[src/rtl/reg_bank_a.sv]
// Two-read, one-write operand register bank with write-first bypass, stall hold and
// per-entry initialisation tracking. One-cycle registered read latency.
module reg_bank_a #(
    parameter int unsigned WIDTH = 24,
    parameter int unsigned AW    = 5,
    parameter int unsigned DEPTH = 32
) (
    input  logic             clk,
    input  logic             rst,
    input  logic [WIDTH-1:0] data,
    input  logic [AW-1:0]    waddr,
    input  logic             write,
    input  logic [AW-1:0]    dira,
    input  logic [AW-1:0]    dirb,
    input  logic             rd_req,
    input  logic             hold,
    output logic [WIDTH-1:0] opa,
    output logic [WIDTH-1:0] opb,
    output logic             op_valid,
    output logic             opa_init,
    output logic             opb_init,
    output logic             wr_ack
);

    logic [WIDTH-1:0] mem_q [DEPTH];
    logic [DEPTH-1:0] init_v_q;

    logic [WIDTH-1:0] opa_q, opa_d;
    logic [WIDTH-1:0] opb_q, opb_d;
    logic             op_valid_q, op_valid_d;
    logic             opa_init_q, opa_init_d;
    logic             opb_init_q, opb_init_d;
    logic             wr_ack_q;

    logic             byp_a, byp_b;
    logic [WIDTH-1:0] rd_a, rd_b;
    logic             rd_a_init, rd_b_init;

    // Write-first: a same-cycle write to the read address wins over the array contents.
    always_comb begin
        byp_a     = write && (waddr == dira);
        byp_b     = write && (waddr == dirb);
        rd_a      = byp_a ? data : mem_q[dira];
        rd_b      = byp_b ? data : mem_q[dirb];
        rd_a_init = byp_a | init_v_q[dira];
        rd_b_init = byp_b | init_v_q[dirb];
    end

    always_comb begin
        opa_d      = opa_q;
        opb_d      = opb_q;
        opa_init_d = opa_init_q;
        opb_init_d = opb_init_q;
        op_valid_d = op_valid_q;
        if (!hold) begin
            op_valid_d = rd_req;
            if (rd_req) begin
                opa_d      = rd_a;
                opb_d      = rd_b;
                opa_init_d = rd_a_init;
                opb_init_d = rd_b_init;
            end
        end
    end

    always_ff @(posedge clk) begin
        if (rst) begin
            for (int i = 0; i < DEPTH; i++) begin
                mem_q[i] <= '0;
            end
            init_v_q <= '0;
        end else if (write) begin
            mem_q[waddr]    <= data;
            init_v_q[waddr] <= 1'b1;
        end
    end

    always_ff @(posedge clk) begin
        if (rst) begin
            opa_q      <= '0;
            opb_q      <= '0;
            op_valid_q <= 1'b0;
            opa_init_q <= 1'b0;
            opb_init_q <= 1'b0;
            wr_ack_q   <= 1'b0;
        end else begin
            opa_q      <= opa_d;
            opb_q      <= opb_d;
            op_valid_q <= op_valid_d;
            opa_init_q <= opa_init_d;
            opb_init_q <= opb_init_d;
            wr_ack_q   <= write;
        end
    end

    assign opa      = opa_q;
    assign opb      = opb_q;
    assign op_valid = op_valid_q;
    assign opa_init = opa_init_q;
    assign opb_init = opb_init_q;
    assign wr_ack   = wr_ack_q;

endmodule
[config.mk]
export PLATFORM = sky130hd
export DESIGN_NAME = reg_bank_a
export DESIGN_NICKNAME = d
export VERILOG_FILES = /design/src/rtl/reg_bank_a.sv
export SDC_FILE = /design/constraint.sdc
export NUM_CORES = 1
export LEC_CHECK = 0
export ABC_CLOCK_PERIOD_IN_PS = 3500
export CORE_MARGIN = 10
export CORE_UTILIZATION = 45
export DETAILED_ROUTE_END_ITERATION = 7
export SLEW_MARGIN = 15
export SYNTH_ARGS = -nofsm -noshare
export SYNTH_HDL_FRONTEND = slang
export SYNTH_SLANG_ARGS = --single-unit
[constraint.sdc]
create_clock -name clk -period 3.5 [get_ports clk]
set_input_delay 0.35 -clock clk [delete_from_list [all_inputs] [get_ports clk]]
set_output_delay 0.35 -clock clk [all_outputs]
set_load 0.01 [all_outputs]
==> flow_metrics.env, run 1 <==
export IMPL_crit_path_max_fanout=20
export IMPL_timing_critical_path_required_ps=4040
export IMPL_synth_area_um2=44000
export IMPL_pwr_share_clk=0.392
export IMPL_setup_viol=0
export IMPL_slew_viol_final=0
export IMPL_cts_root_to_sink_buffers=3
export IMPL_critical_path_slowest_cell="a21oi_2"
export IMPL_maxCapViolCount=0
export IMPL_yosysSeqAreaShare=0.563
export IMPL_critPathArrivalTime_ps=2960
export IMPL_cts_tree="built"
export IMPL_vias_after_detailed_routing=32600
export IMPL_fp_dieH_um=333
export IMPL_cells_traversed_along_the_worst_timing_path="clkdlybuf4s50_1, xnor2_1, and3_1, a21oi_2, nand4_1, o311ai_0"
export IMPL_grt_max_degree=77
export IMPL_total_area_of_multi_input_combinational_cells_um2=17700
export IMPL_grt_pass1_wl_mm=233
export IMPL_powerDensity_nw_per_um2=503
export IMPL_avgViaCountPerCell=7.16
export IMPL_final_hold_viol_count=0
export IMPL_synth_edf_count=768
export IMPL_slowest_delay_ps=980
export IMPL_first_global_vias=32300
export IMPL_post_route_cells_drive_above_1_share=0.240
export IMPL_die_area_um2=111000
export IMPL_design_final_nets=3234
export IMPL_min_path_type="in -> reg"
export IMPL_power_share_switching=0.261
export IMPL_insertion_delay_ps=680
export IMPL_drt_wirelength_per_cell_um=35.4
export IMPL_clock_tree_root_cell="clkbuf_16"
export IMPL_cts_sinks=852
export IMPL_area_share_of_the_largest_cell_type_after_synthesis=0.524
export IMPL_grt_antenna_before_repair=6
export IMPL_layout_cells_most_common="nor3_1"
export IMPL_max_vdd_ir_drop_v=0.000385
export IMPL_yosys_warn_count=0
export IMPL_setup_ws_ps=1080
export IMPL_area_growth_synth_to_final_pct=14.3
export IMPL_place_detailed_instances=4373
export IMPL_postSynthNetCount=3263
export IMPL_ff_latch_area_um2=24700
export IMPL_detail_route_drc_violations=0
export IMPL_postLayoutCoreUtil=0.519
export IMPL_total_of_flip_flops_plus_latches_after_synthesis=852
export IMPL_synth_top_cells_by_area="edfxtp_1 52%, mux4_2 18%, nor3_1 9.3%"
export IMPL_post_synth_inst_count=3219
export IMPL_fin_worst_skew_ps=28.9
export IMPL_internal_power_uw=18700
export IMPL_tritoncts_num_buffers=91
export IMPL_worst_setup_path_start_kind="primary input"
export IMPL_total_switching_power_uw=6610
export IMPL_io_pin_count=96
export IMPL_gpl_final_weighted_congestion=0.987
export IMPL_placement_cell_area_um2=47200
export IMPL_critical_path_endpoint_type="flip-flop"
export IMPL_ctsHtreeMaxLevel=3
export IMPL_drt_total_wl_mm=161
export IMPL_fp_row_count=114
export IMPL_mostFrequentLayoutCells="813 x nor3_1, 768 x edfxtp_1, 352 x mux4_2, 188 x buf_4, 106 x a22oi_1"
export IMPL_synth_distinct_cells=56
export IMPL_final_area_um2=50300
export IMPL_p_seq_frac=0.475
export IMPL_synth_area_leader="edfxtp_1"
export IMPL_power_leakage_uw=0.0158
export IMPL_total_of_cells_resized_after_clock_tree_synthesis=0
export IMPL_max_slew_worst_pin_slew_ps=1220
export IMPL_finalNonFillerCells=4544
export IMPL_timing_hold_ws_ps=367
export IMPL_dpl_worst_slack_ps=509
export IMPL_clkSlewWorstSetupHoldPaths_ps=60
export IMPL_die_x_um=333
export IMPL_proportion_of_synthesized_flip_flops_having_asynchronous_set_or_reset=0
export IMPL_filler_cell_count=7971
export IMPL_firstDrtPassIters=7
export IMPL_global_route_overflow_total=0
export IMPL_outcome="finished clean"
export IMPL_syn_mean_instance_area_um2=13.7
export IMPL_floorplan_initialDensity=0.454
export IMPL_worstSetupPathType="in -> reg"
export IMPL_rrSetupSlack_ps=1450
export IMPL_ys_flop_type="edfxtp_1"
export IMPL_fmax_ghz=0.413
export IMPL_antenna_left=0
export IMPL_cts_post_setup_buffers_inserted=0
export IMPL_relSlewSlack=0.186
export IMPL_cts_hold_buffers_added=0
export IMPL_placement_io_buffers=95
export IMPL_comb_power_share=0.133
export IMPL_gr_usage_all_layers=0.285
export IMPL_min_period_over_period=0.692
export IMPL_floorplan_core_area_um2=96900
export IMPL_final_critical_period_ps=2420
export IMPL_post_dp_hpwl_mm=104
export IMPL_drt_initial_drc_count=5109
export IMPL_setup_repair_after_global_routing_missed_its_margin="false"
layout make-up:
type	count	area share
inverter	28	0.00219
clock buffer	127	0.0510
tap	1276	0.0318
multi-input combinational	1898	0.352
timing repair buffer	319	0.0617
sequential	852	0.492
clock inverter	41	0.00879
antenna	3	0.000149
synth_stat cells (7+ instances only):
| library cell | n |
|---|---|
| mux2i_1 | 97 |
| a21oi_1 | 11 |
| a221oi_1 | 45 |
| o21ai_0 | 57 |
| nand2_1 | 11 |
| mux4_2 | 352 |
| a211o_1 | 7 |
| dfxtp_1 | 84 |
| a22oi_1 | 106 |
| clkbuf_1 | 331 |
| edfxtp_1 | 768 |
| nand2b_1 | 20 |
| a21o_1 | 14 |
| o22ai_1 | 26 |
| nor3_1 | 813 |
| xor2_1 | 7 |
| and3_1 | 50 |
| nand3_1 | 16 |
| o2bb2ai_1 | 32 |
| buf_1 | 11 |
| nor2_1 | 90 |
| buf_4 | 16 |
| buf_6 | 14 |
| o221ai_1 | 24 |
| buf_2 | 65 |
| nand4_1 | 14 |
| o2111ai_1 | 12 |
| or3_1 | 19 |
| inv_1 | 28 |
registers in the layout, summed over array words and instances, names as in the netlist:
name      count
mem_q       768
init_v_q     32
opa          24
opb          24
op_valid      1
opa_init      1
opb_init      1
wr_ack        1
metal layers:
layer  global-route usage  part of all wire  vias to the layer above  wire length, um
li1                     -                 -                    13000                -
met1                0.385              0.37                    16700            60100
met2                0.428              0.45                     2443            72200
met3               0.0736              0.13                      396            20400
met4                0.133             0.050                        4             8110
met5                    0           0.00014                        -               23
power groups by stage:
stage | logic (uW) | registers, uW | clock network [uW]
after floorplan | 1920 | 12100 | 0
after global placement | 3280 | 12200 | 0
after detailed placement | 3300 | 12200 | 0
after CTS | 3310 | 12000 | 9940
after global routing | 3480 | 12100 | 10400
final | 3370 | 12000 | 9900
critical path, delay by kind of cell:
kind                      cells  cell delay [ps]
AOI/OAI and AO/OA             2             1150
buffers and inverters         1              790
and+or+nand+nor               2              490
xor gates and xnor gates      1              170
stage by stage:
stage                     TNS [ps]  total power [uW]
after detailed placement         0             15500
after global placement           0             15400
final                            0             25300
after global routing             0             25900
after CTS                        0             25200
after floorplan              -9350             14000
kinds of logic (layout without fill, tap and decap cells):
| logic type | count (synthesis) | in the layout | synth area share |
|---|---|---|---|
| other cells | 0 | 3 | 0 |
| simple gates | 1055 | 1055 | 0.121 |
| buf+inv | 469 | 515 | 0.0463 |
| compound gates | 378 | 378 | 0.0639 |
| mux | 455 | 455 | 0.204 |
| xor+xnor | 10 | 10 | 0.00199 |
| flops | 852 | 852 | 0.563 |
worst paths after layout:
path / start / end / depth (start not counted)
hold / removal: data[4] / opb[4] / 3
setup reg to reg: mem_q[7][9] / opa[9] / 4
setup / recovery: waddr[1] / opa[9] / 6
hold reg to reg: op_valid / op_valid / 2
Power figures use the tool's default switching activity.
==> run 2: changes to the inputs <==
--- a/config.mk
+++ b/config.mk
@@ -5,7 +5,7 @@
 export SDC_FILE = /design/constraint.sdc
 export NUM_CORES = 1
 export LEC_CHECK = 0
-export ABC_CLOCK_PERIOD_IN_PS = 3500
+export ABC_CLOCK_PERIOD_IN_PS = 2100
 export CORE_MARGIN = 10
 export CORE_UTILIZATION = 45
 export DETAILED_ROUTE_END_ITERATION = 7
==> constraint.sdc (replaced) <==
create_clock -name clk -period 2.1 [get_ports clk]
set_input_delay 0.21 -clock clk [delete_from_list [all_inputs] [get_ports clk]]
set_output_delay 0.21 -clock clk [all_outputs]
set_load 0.01 [all_outputs]
==> run 2 against run 1 <==
  * Flip-flop and latch count stayed put
  * Sequential power is 67% higher
  * Critical path type is now reg -> out
  * Worst setup slack worse by 1000 ps
  * Critical path depth is 5 lower
  * Utilization is 2.8 points higher
  * Clock-buffer cell count is 5 higher
  * Highest routed layer is now met4
  * Design area is 5.4% higher
  * Non-clock buffer count is 195 higher
  * Register-to-register slack worse by 1200 ps
  * Sequential share of layout area is 2.5 points lower
  * First-iteration DRC count is 11% lower
  * Final cell count is 4.1% higher
==> flow_metrics.env, run 2 (same netlist as run 1, synthesis figures left out) <==
export IMPL_dpl_worst_slack_ps=-397
export IMPL_critical_path_slowest_cell="clkdlybuf4s50_1"
export IMPL_register_containing_the_most_flip_flops_in_the_final_layout="mem_q"
export IMPL_critPathArrivalTime_ps=1850
export IMPL_fmax_ghz=0.486
export IMPL_cells_traversed_along_the_worst_timing_path="clkdlybuf4s50_1"
export IMPL_internal_power_uw=31300
export IMPL_critical_path_endpoint_type="primary output"
export IMPL_fp_dieH_um=333
export IMPL_io_pin_count=96
export IMPL_worstHoldPathCells=3
export IMPL_drt_total_wl_mm=159
export IMPL_floorplan_core_area_um2=96900
export IMPL_critPathBufInv=1
export IMPL_mostFrequentLayoutCells="813 x nor3_1, 768 x edfxtp_1, 352 x mux4_2, 277 x buf_4, 143 x buf_12"
export IMPL_post_dp_hpwl_mm=108
export IMPL_final_area_um2=53000
export IMPL_slew_viol_final=0
export IMPL_drt_wirelength_per_cell_um=33.6
export IMPL_cts_root_to_sink_buffers=3
export IMPL_p_seq_frac=0.474
export IMPL_power_share_switching=0.258
export IMPL_fin_worst_skew_ps=25.3
export IMPL_setup_viol=0
export IMPL_clkSlewWorstSetupHoldPaths_ps=60
export IMPL_maxCapViolCount=0
export IMPL_timing_critical_path_required_ps=1890
export IMPL_grt_antenna_before_repair=0
export IMPL_total_switching_power_uw=10900
export IMPL_fp_row_count=114
export IMPL_cp_top_family="buffers and inverters"
export IMPL_power_leakage_uw=0.0171
export IMPL_layout_cells_most_common="nor3_1"
export IMPL_critical_path_depth=1
export IMPL_final_critical_period_ps=2060
export IMPL_min_period_over_period=0.981
export IMPL_die_area_um2=111000
export IMPL_antenna_left=0
export IMPL_relSlewSlack=0.473
export IMPL_comb_power_share=0.145
export IMPL_grt_max_degree=65
export IMPL_setup_ws_ps=40.9
export IMPL_die_x_um=333
export IMPL_pwr_share_clk=0.381
export IMPL_placement_io_buffers=95
export IMPL_grt_pass1_wl_mm=232
export IMPL_design_final_nets=3429
export IMPL_reg2reg_depth=4
export IMPL_tritoncts_num_buffers=91
export IMPL_cts_hold_buffers_added=0
export IMPL_final_hold_viol_count=0
export IMPL_global_route_overflow_total=0
export IMPL_floorplan_initialDensity=0.454
export IMPL_worstSetupPathType="reg -> out"
export IMPL_slowest_delay_ps=710
export IMPL_first_global_vias=33500
export IMPL_drt_initial_drc_count=4569
export IMPL_top_regs="mem_q x768, init_v_q x32"
export IMPL_gr_usage_all_layers=0.281
export IMPL_ctsHtreeMaxLevel=3
export IMPL_max_slew_worst_pin_slew_ps=790
export IMPL_min_path_type="in -> reg"
export IMPL_clock_tree_root_cell="clkbuf_16"
export IMPL_gpl_final_weighted_congestion=0.943
export IMPL_largest_register_ffs=768
export IMPL_worst_setup_path_start_kind="flip-flop"
export IMPL_avgViaCountPerCell=6.92
export IMPL_outcome="finished clean"
export IMPL_insertion_delay_ps=660
export IMPL_area_growth_synth_to_final_pct=20.4
export IMPL_max_vdd_ir_drop_v=0.000585
export IMPL_crit_path_max_fanout=2
export IMPL_setup_repair_after_global_routing_missed_its_margin="false"
export IMPL_placement_cell_area_um2=50000
export IMPL_vias_after_detailed_routing=32700
export IMPL_post_route_cells_drive_above_1_share=0.283
export IMPL_detail_route_drc_violations=0
export IMPL_cts_sinks=852
export IMPL_powerDensity_nw_per_um2=798
export IMPL_insertedDiodeCount=0
export IMPL_firstDrtPassIters=6
export IMPL_cts_tree="built"
[run 2: layer usage]
layer  GRT usage  part of all wire  vias up
li1            -                 -    13400
met1       0.368              0.38    16800
met2       0.441              0.47     2122
met3      0.0599              0.10      398
met4       0.142             0.054        0
met5           0                 0        -
[run 2: through the flow]
stage | hold slack, ps | instances | utilization | total power (uW) | setup TNS (ps)
CTS | 95.6 | 4732 | 0.547 | 42200 | 0
global placement | 449 | 4568 | 0.516 | 26200 | -171450
detailed placement | 462 | 4568 | 0.516 | 26400 | -236880
floorplan | 356 | 3219 | - | 23400 | -22760
finish | 154 | 4732 | 0.547 | 42300 | 0
global route | 131 | 4732 | 0.547 | 43300 | 0
[run 2: power by group through the flow]
stage          clock network, uW  logic, uW  registers (uW)
2_1_floorplan                  0       3260           20100
3_3_place_gp                   0       5990           20200
3_5_place_dp                   0       6050           20300
4_1_cts                    16200       6070           20000
5_1_grt                    16900       6360           20100
6_report                   16100       6140           20000
[run 2: path summary, 6_finish.rpt]
check / end / slack [ps] / start
worst max register to register: opa[7] / 220 / mem_q[20][7]
worst min-delay path: op_valid / 150 / rst
worst max-delay path: opa[12] / 40 / opa[12]
worst min register to register: op_valid / 470 / op_valid
[run 2: layout make-up]
cell class / instances / area (um^2)
multi-input combinational: 1898 / 17700
tap: 1276 / 1600
timing repair buffer: 514 / 5890
inverter: 28 / 110
clock inverter: 32 / 248
clock buffer: 132 / 2690
fill: 7849 / 43900
sequential: 852 / 24700
[run 2: what timing repair did]
action | 4_1_cts | 5_1_grt
setup buffers | 0 | 0
resized for setup | 0 | 1
endpoints found under the hold margin | 0 | 0
endpoints found under the setup margin | 0 | 1
